`src/rtl/sdm_pkg.sv`:
```
// ============================================================================
// sdm_pkg - shared types, constants and output scaling for the sinc^3 decimator. Rev 1.0
// ============================================================================
`default_nettype none

package sdm_pkg;

  localparam int CIC_ORDER = 3;
  localparam int OUT_WIDTH = 16;

  typedef enum logic [0:0] {
    FILL = 1'b0,
    RUN  = 1'b1
  } dec_state_t;

  // Positive shift = arithmetic right shift, negative = left shift; result clamped to OUT_WIDTH.
  function automatic logic signed [OUT_WIDTH-1:0] scale_sat(input logic signed [63:0] acc,
                                                            input int shift);
    logic signed [63:0] v;
    logic signed [63:0] max_v;
    logic signed [63:0] min_v;
    max_v = (64'sd1 <<< (OUT_WIDTH - 1)) - 64'sd1;
    min_v = -(64'sd1 <<< (OUT_WIDTH - 1));
    if (shift >= 0) begin
      v = acc >>> shift;
    end else begin
      v = acc <<< (-shift);
    end
    if (v > max_v) begin
      v = max_v;
    end else if (v < min_v) begin
      v = min_v;
    end
    return v[OUT_WIDTH-1:0];
  endfunction

endpackage

`default_nettype wire

```
`src/rtl/cic_integrator_chain.sv`:
```
// ============================================================================
// cic_integrator_chain - three enabled, wrapping integrators in cascade. Rev 1.0
// ============================================================================
`default_nettype none

module cic_integrator_chain #(
  parameter int W = 20
) (
  input  logic         CLOCK,
  input  logic         RESET,
  input  logic         EN,
  input  logic [W-1:0] X,
  output logic [W-1:0] I3
);

  logic [W-1:0] i1;
  logic [W-1:0] i2;

  // Each stage consumes the previous-cycle value of its predecessor; overflow wraps by design.
  always_ff @(posedge CLOCK or negedge RESET) begin
    if (!RESET) begin
      i1 <= '0;
      i2 <= '0;
      I3 <= '0;
    end else if (EN) begin
      i1 <= i1 + X;
      i2 <= i2 + i1;
      I3 <= I3 + i2;
    end
  end

endmodule

`default_nettype wire

```
`src/rtl/sigma_delta_decimator.sv`:
```
// ============================================================================
// sigma_delta_decimator - sinc^3 CIC decimator turning a 1-bit stream into 16-bit words. Rev 1.0
// ============================================================================
`default_nettype none

module sigma_delta_decimator
  import sdm_pkg::*;
#(
  parameter int DECIMATION = 64,
  parameter int LOG2_R     = $clog2(DECIMATION),
  parameter int ACC_WIDTH  = 2 + CIC_ORDER * LOG2_R
) (
  input  logic                 CLOCK,
  input  logic                 RESET,
  input  logic                 DATA_IN,
  input  logic                 DATA_VALID,
  output logic [OUT_WIDTH-1:0] DATAWORD_OUT,
  output logic                 WORD_VALID,
  input  logic                 WORD_READY,
  output logic                 OVERRUN
);

  localparam int              SHIFT    = CIC_ORDER * LOG2_R - (OUT_WIDTH - 1);
  localparam logic [LOG2_R-1:0] LAST_BIT = LOG2_R'(DECIMATION - 1);

  logic [ACC_WIDTH-1:0] x;
  logic [ACC_WIDTH-1:0] i3;
  logic [LOG2_R-1:0]    bit_cnt;
  logic [ACC_WIDTH-1:0] sample;
  logic                 strobe;
  logic [ACC_WIDTH-1:0] s_d;
  logic [ACC_WIDTH-1:0] c1_d;
  logic [ACC_WIDTH-1:0] c2_d;
  logic [ACC_WIDTH-1:0] c1;
  logic [ACC_WIDTH-1:0] c2;
  logic [ACC_WIDTH-1:0] c3;
  logic signed [OUT_WIDTH-1:0] word;
  dec_state_t           state;
  logic [1:0]           fill_cnt;

  // Bit 0 means +1, bit 1 means -1.
  assign x = DATA_IN ? {ACC_WIDTH{1'b1}} : ACC_WIDTH'(1);

  cic_integrator_chain #(
    .W(ACC_WIDTH)
  ) u_integrators (
    .CLOCK(CLOCK),
    .RESET(RESET),
    .EN   (DATA_VALID),
    .X    (x),
    .I3   (i3)
  );

  assign c1   = sample - s_d;
  assign c2   = c1 - c1_d;
  assign c3   = c2 - c2_d;
  assign word = scale_sat({{(64 - ACC_WIDTH){c3[ACC_WIDTH-1]}}, c3}, SHIFT);

  always_ff @(posedge CLOCK or negedge RESET) begin
    if (!RESET) begin
      bit_cnt      <= '0;
      sample       <= '0;
      strobe       <= 1'b0;
      s_d          <= '0;
      c1_d         <= '0;
      c2_d         <= '0;
      state        <= FILL;
      fill_cnt     <= 2'd0;
      DATAWORD_OUT <= '0;
      WORD_VALID   <= 1'b0;
      OVERRUN      <= 1'b0;
    end else begin
      strobe <= 1'b0;
      if (DATA_VALID) begin
        bit_cnt <= bit_cnt + LOG2_R'(1);
        if (bit_cnt == LAST_BIT) begin
          sample <= i3;
          strobe <= 1'b1;
        end
      end

      if (strobe) begin
        s_d  <= sample;
        c1_d <= c1;
        c2_d <= c2;
        case (state)
          FILL: begin
            // Startup words carry comb-delay transients and are discarded.
            fill_cnt <= fill_cnt + 2'd1;
            if (fill_cnt == 2'd2) begin
              state <= RUN;
            end
          end
          RUN: begin
            if (!WORD_VALID || WORD_READY) begin
              DATAWORD_OUT <= word;
              WORD_VALID   <= 1'b1;
            end else begin
              OVERRUN <= 1'b1;
            end
          end
          default: state <= FILL;
        endcase
      end else if (WORD_VALID && WORD_READY) begin
        WORD_VALID <= 1'b0;
      end
    end
  end

endmodule

`default_nettype wire

```
`config.mk`:
```
export PLATFORM = sky130hd
export DESIGN_NAME = sigma_delta_decimator
export DESIGN_NICKNAME = d
export VERILOG_FILES = /design/src/rtl/sdm_pkg.sv /design/src/rtl/cic_integrator_chain.sv /design/src/rtl/sigma_delta_decimator.sv
export SDC_FILE = /design/constraint.sdc
export NUM_CORES = 1
export LEC_CHECK = 0
export BUFFER_PORTS_ARGS = -buffer_cell sky130_fd_sc_hd__buf_2
export CAP_MARGIN = 5
export CORE_ASPECT_RATIO = 1.5
export CORE_MARGIN = 8
export CORE_UTILIZATION = 55
export DETAILED_ROUTE_END_ITERATION = 8
export GPL_ROUTABILITY_DRIVEN = 0
export PLACE_DENSITY = 0.79
export SYNTH_ARGS = -nofsm -noshare
export SYNTH_HDL_FRONTEND = slang
export SYNTH_SLANG_ARGS = --single-unit
```
`constraint.sdc`:
```
create_clock -name CLOCK -period 8.05 [get_ports CLOCK]
set_input_delay 1.61 -clock CLOCK [delete_from_list [all_inputs] [get_ports CLOCK]]
set_output_delay 1.61 -clock CLOCK [all_outputs]
set_load 0.005 [all_outputs]
```
==> results.ini <==
[clocking]
post_cts_buffers = 0
cts_sinks = 168
holdBufCountCts = 0
clkTransAtPathRegs_ns = 0.07
cts_made_buffers = 17
cts_root_buf = clkbuf_16
clk-insertion-delay-late_ns = 0.43
cts_htree_levels = 4
cts_tree = built
clockBufferDepth = 2
cts_resized = 0

[worst_setup_path]
worst_path_most_repeated_cell = a21oi_1
path_buf_inv = 1
path_delay_family = compound AO/OA/AOI/OAI gates
end_kind = flip-flop
cp_slowest_cell = xnor2_2
required_ns = 8.36
crit_type = flip-flop to flip-flop
slowest_delay_ns = 0.73
startpoint_type = flip-flop
worstPathMaxFanout = 22
arrival_ns = 7.11

[run_status]
status = finished, final reports clean

[synthesis]
syn_area_um2 = 11300
syn_area_per_cell_um2 = 9.51
synth-seq-area-share_pct = 37.3
synth-main-ff-cell = dfrtp_1
netlist.area_leader.share_pct = 37.3
synth_top_area_cell = dfrtp_1
synth-edff-count = 0
async_flop_share_pct = 100
yosys_warnings = 0
syn_inst = 1185
ys_top_cells_by_area = dfrtp_1, ha_1, mux2_2
synth_seq_cells = 168
yosysUniqueCellTypes = 64
syn_nets = 1309

[drt]
viasPerCell = 5.66
drc_errors = 0
drtIter0Drc = 426
routed_wl_mm = 20.9
final_antenna_net_count = 0
drt_pass1_iterations = 5
wl_per_cell_um = 14.1
vias = 8368

[global_route]
grt_pass1_vias = 8648
grt_pass1_wl_mm = 37.5
grt_antenna_before_repair = 0
grt_max_degree = 114
grt_usage_pct = 17.4
grt-ovfl-total = 0

[placed_design]
hpwlAfterDp_mm = 15.2
port_buffers = 22
placed_area_um2 = 11600
placed_cells = 1446

[timing]
hold_viol = 0
finalCritPeriodShare_pct = 84.5
hold_slack_ns = 0.479
skew_ns = 0.00882
period_minus_slack_ns = 6.80
fmax_ghz = 0.147
slew_headroom_pct = 17.3
setup_viol = 0
finalMaxSlewViolations = 0
fin_setup_tns_ns = 0
rsz0062_at_grt = no
tightest_slew_ns = 1.23

[final_layout]
stdcell_count = 1478
fin_area_um2 = 12200
num-fill-cells = 1647
layout.area.seq_um2 = 4210
area_growth_pct = 8.54
n_antenna_cell = 0
multi_input_area_um2 = 6590
layout-drive-gt1-share_pct = 12.7
fin_nets = 1325

[floorplan]
dieArea_um2 = 25400
rows = 64
num_io_pins = 23
dieHeight_um = 191
die_w_um = 133
start_util_pct = 55.6
core_um2 = 20300

[run]
drv_cap = 0

[hold_path]
hp-class = flip-flop to flip-flop

## tightest hold or removal path, delay by kind of cell (launching register included)
kind,cells,cell delay (ns)
DFF,1,0.34
and+or+nand+nor,1,0.05
AOI/OAI and AO/OA,1,0.06
## flip-flops by register name, indices dropped and copies added (netlist names), 2 cells and up
signal and flops:
c1_d 20, c2_d 20, s_d 20, sample 20, u_integrators.I3 20, u_integrators.i1 20, u_integrators.i2 20, DATAWORD_OUT 16
bit_cnt 6, fill_cnt 2
## logic make-up (layout without fill, tap and decap cells)
family	Yosys count	count (layout)	share of synthesized area, %
AOI/OAI and AO/OA	317	317	17.6
xor gates and xnor gates	103	103	8.21
adders and majority gates	126	126	14.2
buffers and inverters	123	152	4.20
DFF	168	168	37.3
muxes	74	74	7.33
and+or+nand+nor	274	274	11.1
## area by class of cell
cell class / count / share of cell area (%)
repair buffers: 26 / 1.20
well taps: 264 / 2.70
clock inverters: 14 / 1.35
flip-flops and latches: 168 / 34.4
inverters: 94 / 2.88
clock buffers: 18 / 3.59
multi-input cells: 894 / 53.9
## routing by layer
layer	GRT usage, %	wire, um	vias up
li1	-	-	4204
met1	18.0	8550	4038
met2	34.0	11400	93
met5	0	0	-
met4	6.31	431	0
met3	2.89	477	33
## synthesized netlist by cell type, types with 4 or more instances
cell / n
dfrtp_1: 168
ha_1: 114
nand2_1: 108
o21ai_0: 106
inv_1: 94
a21oi_1: 79
xnor2_1: 74
mux2_2: 68
nor2_1: 67
xor2_1: 26
a21o_1: 25
clkbuf_1: 25
nor3_1: 20
nor2b_1: 19
nand2b_1: 17
a211oi_1: 14
o21a_1: 13
o21bai_1: 12
a211o_1: 10
nand3_1: 10
a31oi_1: 7
o21ai_2: 7
o31ai_1: 7
and2_1: 6
and3_1: 6
mux2i_1: 6
or3_1: 6
fa_1: 5
maj3_2: 5
a221o_1: 4
nand4_1: 4
o2bb2ai_1: 4
or2_2: 4
## cells in the final DEF, fill, tap and decap left out, types with 4 or more instances in the layout
cell type    n
dfrtp_1    167
ha_1       114
nand2_1    108
o21ai_0    106
inv_1       94
a21oi_1     79
xnor2_1     74
mux2_2      68
nor2_1      67
xor2_1      26
a21o_1      25
buf_2       21
nor3_1      20
nor2b_1     19
nand2b_1    17
clkbuf_16   17
a211oi_1    14
o21a_1      13
o21bai_1    12
a211o_1     10
nand3_1     10
o21ai_2      7
a31oi_1      7
o31ai_1      7
and2_1       6
and3_1       6
mux2i_1      6
or3_1        6
maj3_2       5
fa_1         5
or2_2        4
o2bb2ai_1    4
a221o_1      4
nand4_1      4
buf_4        4
## stage by stage
step           worst slack, ns  util (%)
2_1_floorplan             2.44         -
3_3_place_gp              1.62      57.4
6_report                  1.25      60.4
4_1_cts                   1.32      60.4
3_5_place_dp              1.37      57.4
5_1_grt                  0.760      60.4
## path summary, 6_finish.rpt
kind / start / to / slack (ns) / depth (start not counted)
setup reg to reg: sample[0]$_DFFE_PN0P_ / DATAWORD_OUT[10]$_DFFE_PN0P_ / 1.25 / 30
hold / removal: DATAWORD_OUT[11]$_DFFE_PN0P_ / DATAWORD_OUT[11]$_DFFE_PN0P_ / 0.48 / 2
setup / recovery: sample[0]$_DFFE_PN0P_ / DATAWORD_OUT[10]$_DFFE_PN0P_ / 1.25 / 30
max in group asynchronous: RESET / bit_cnt[5]$_DFFE_PN0P_ / 5.42 / 2
hold reg to reg: DATAWORD_OUT[11]$_DFFE_PN0P_ / DATAWORD_OUT[11]$_DFFE_PN0P_ / 0.48 / 2
min in group asynchronous: RESET / fill_cnt[0]$_DFFE_PN0P_ / 1.35 / 1
Power is not shown: default switching activity piles up to over one toggle a cycle in this logic, so the estimate is an artifact.
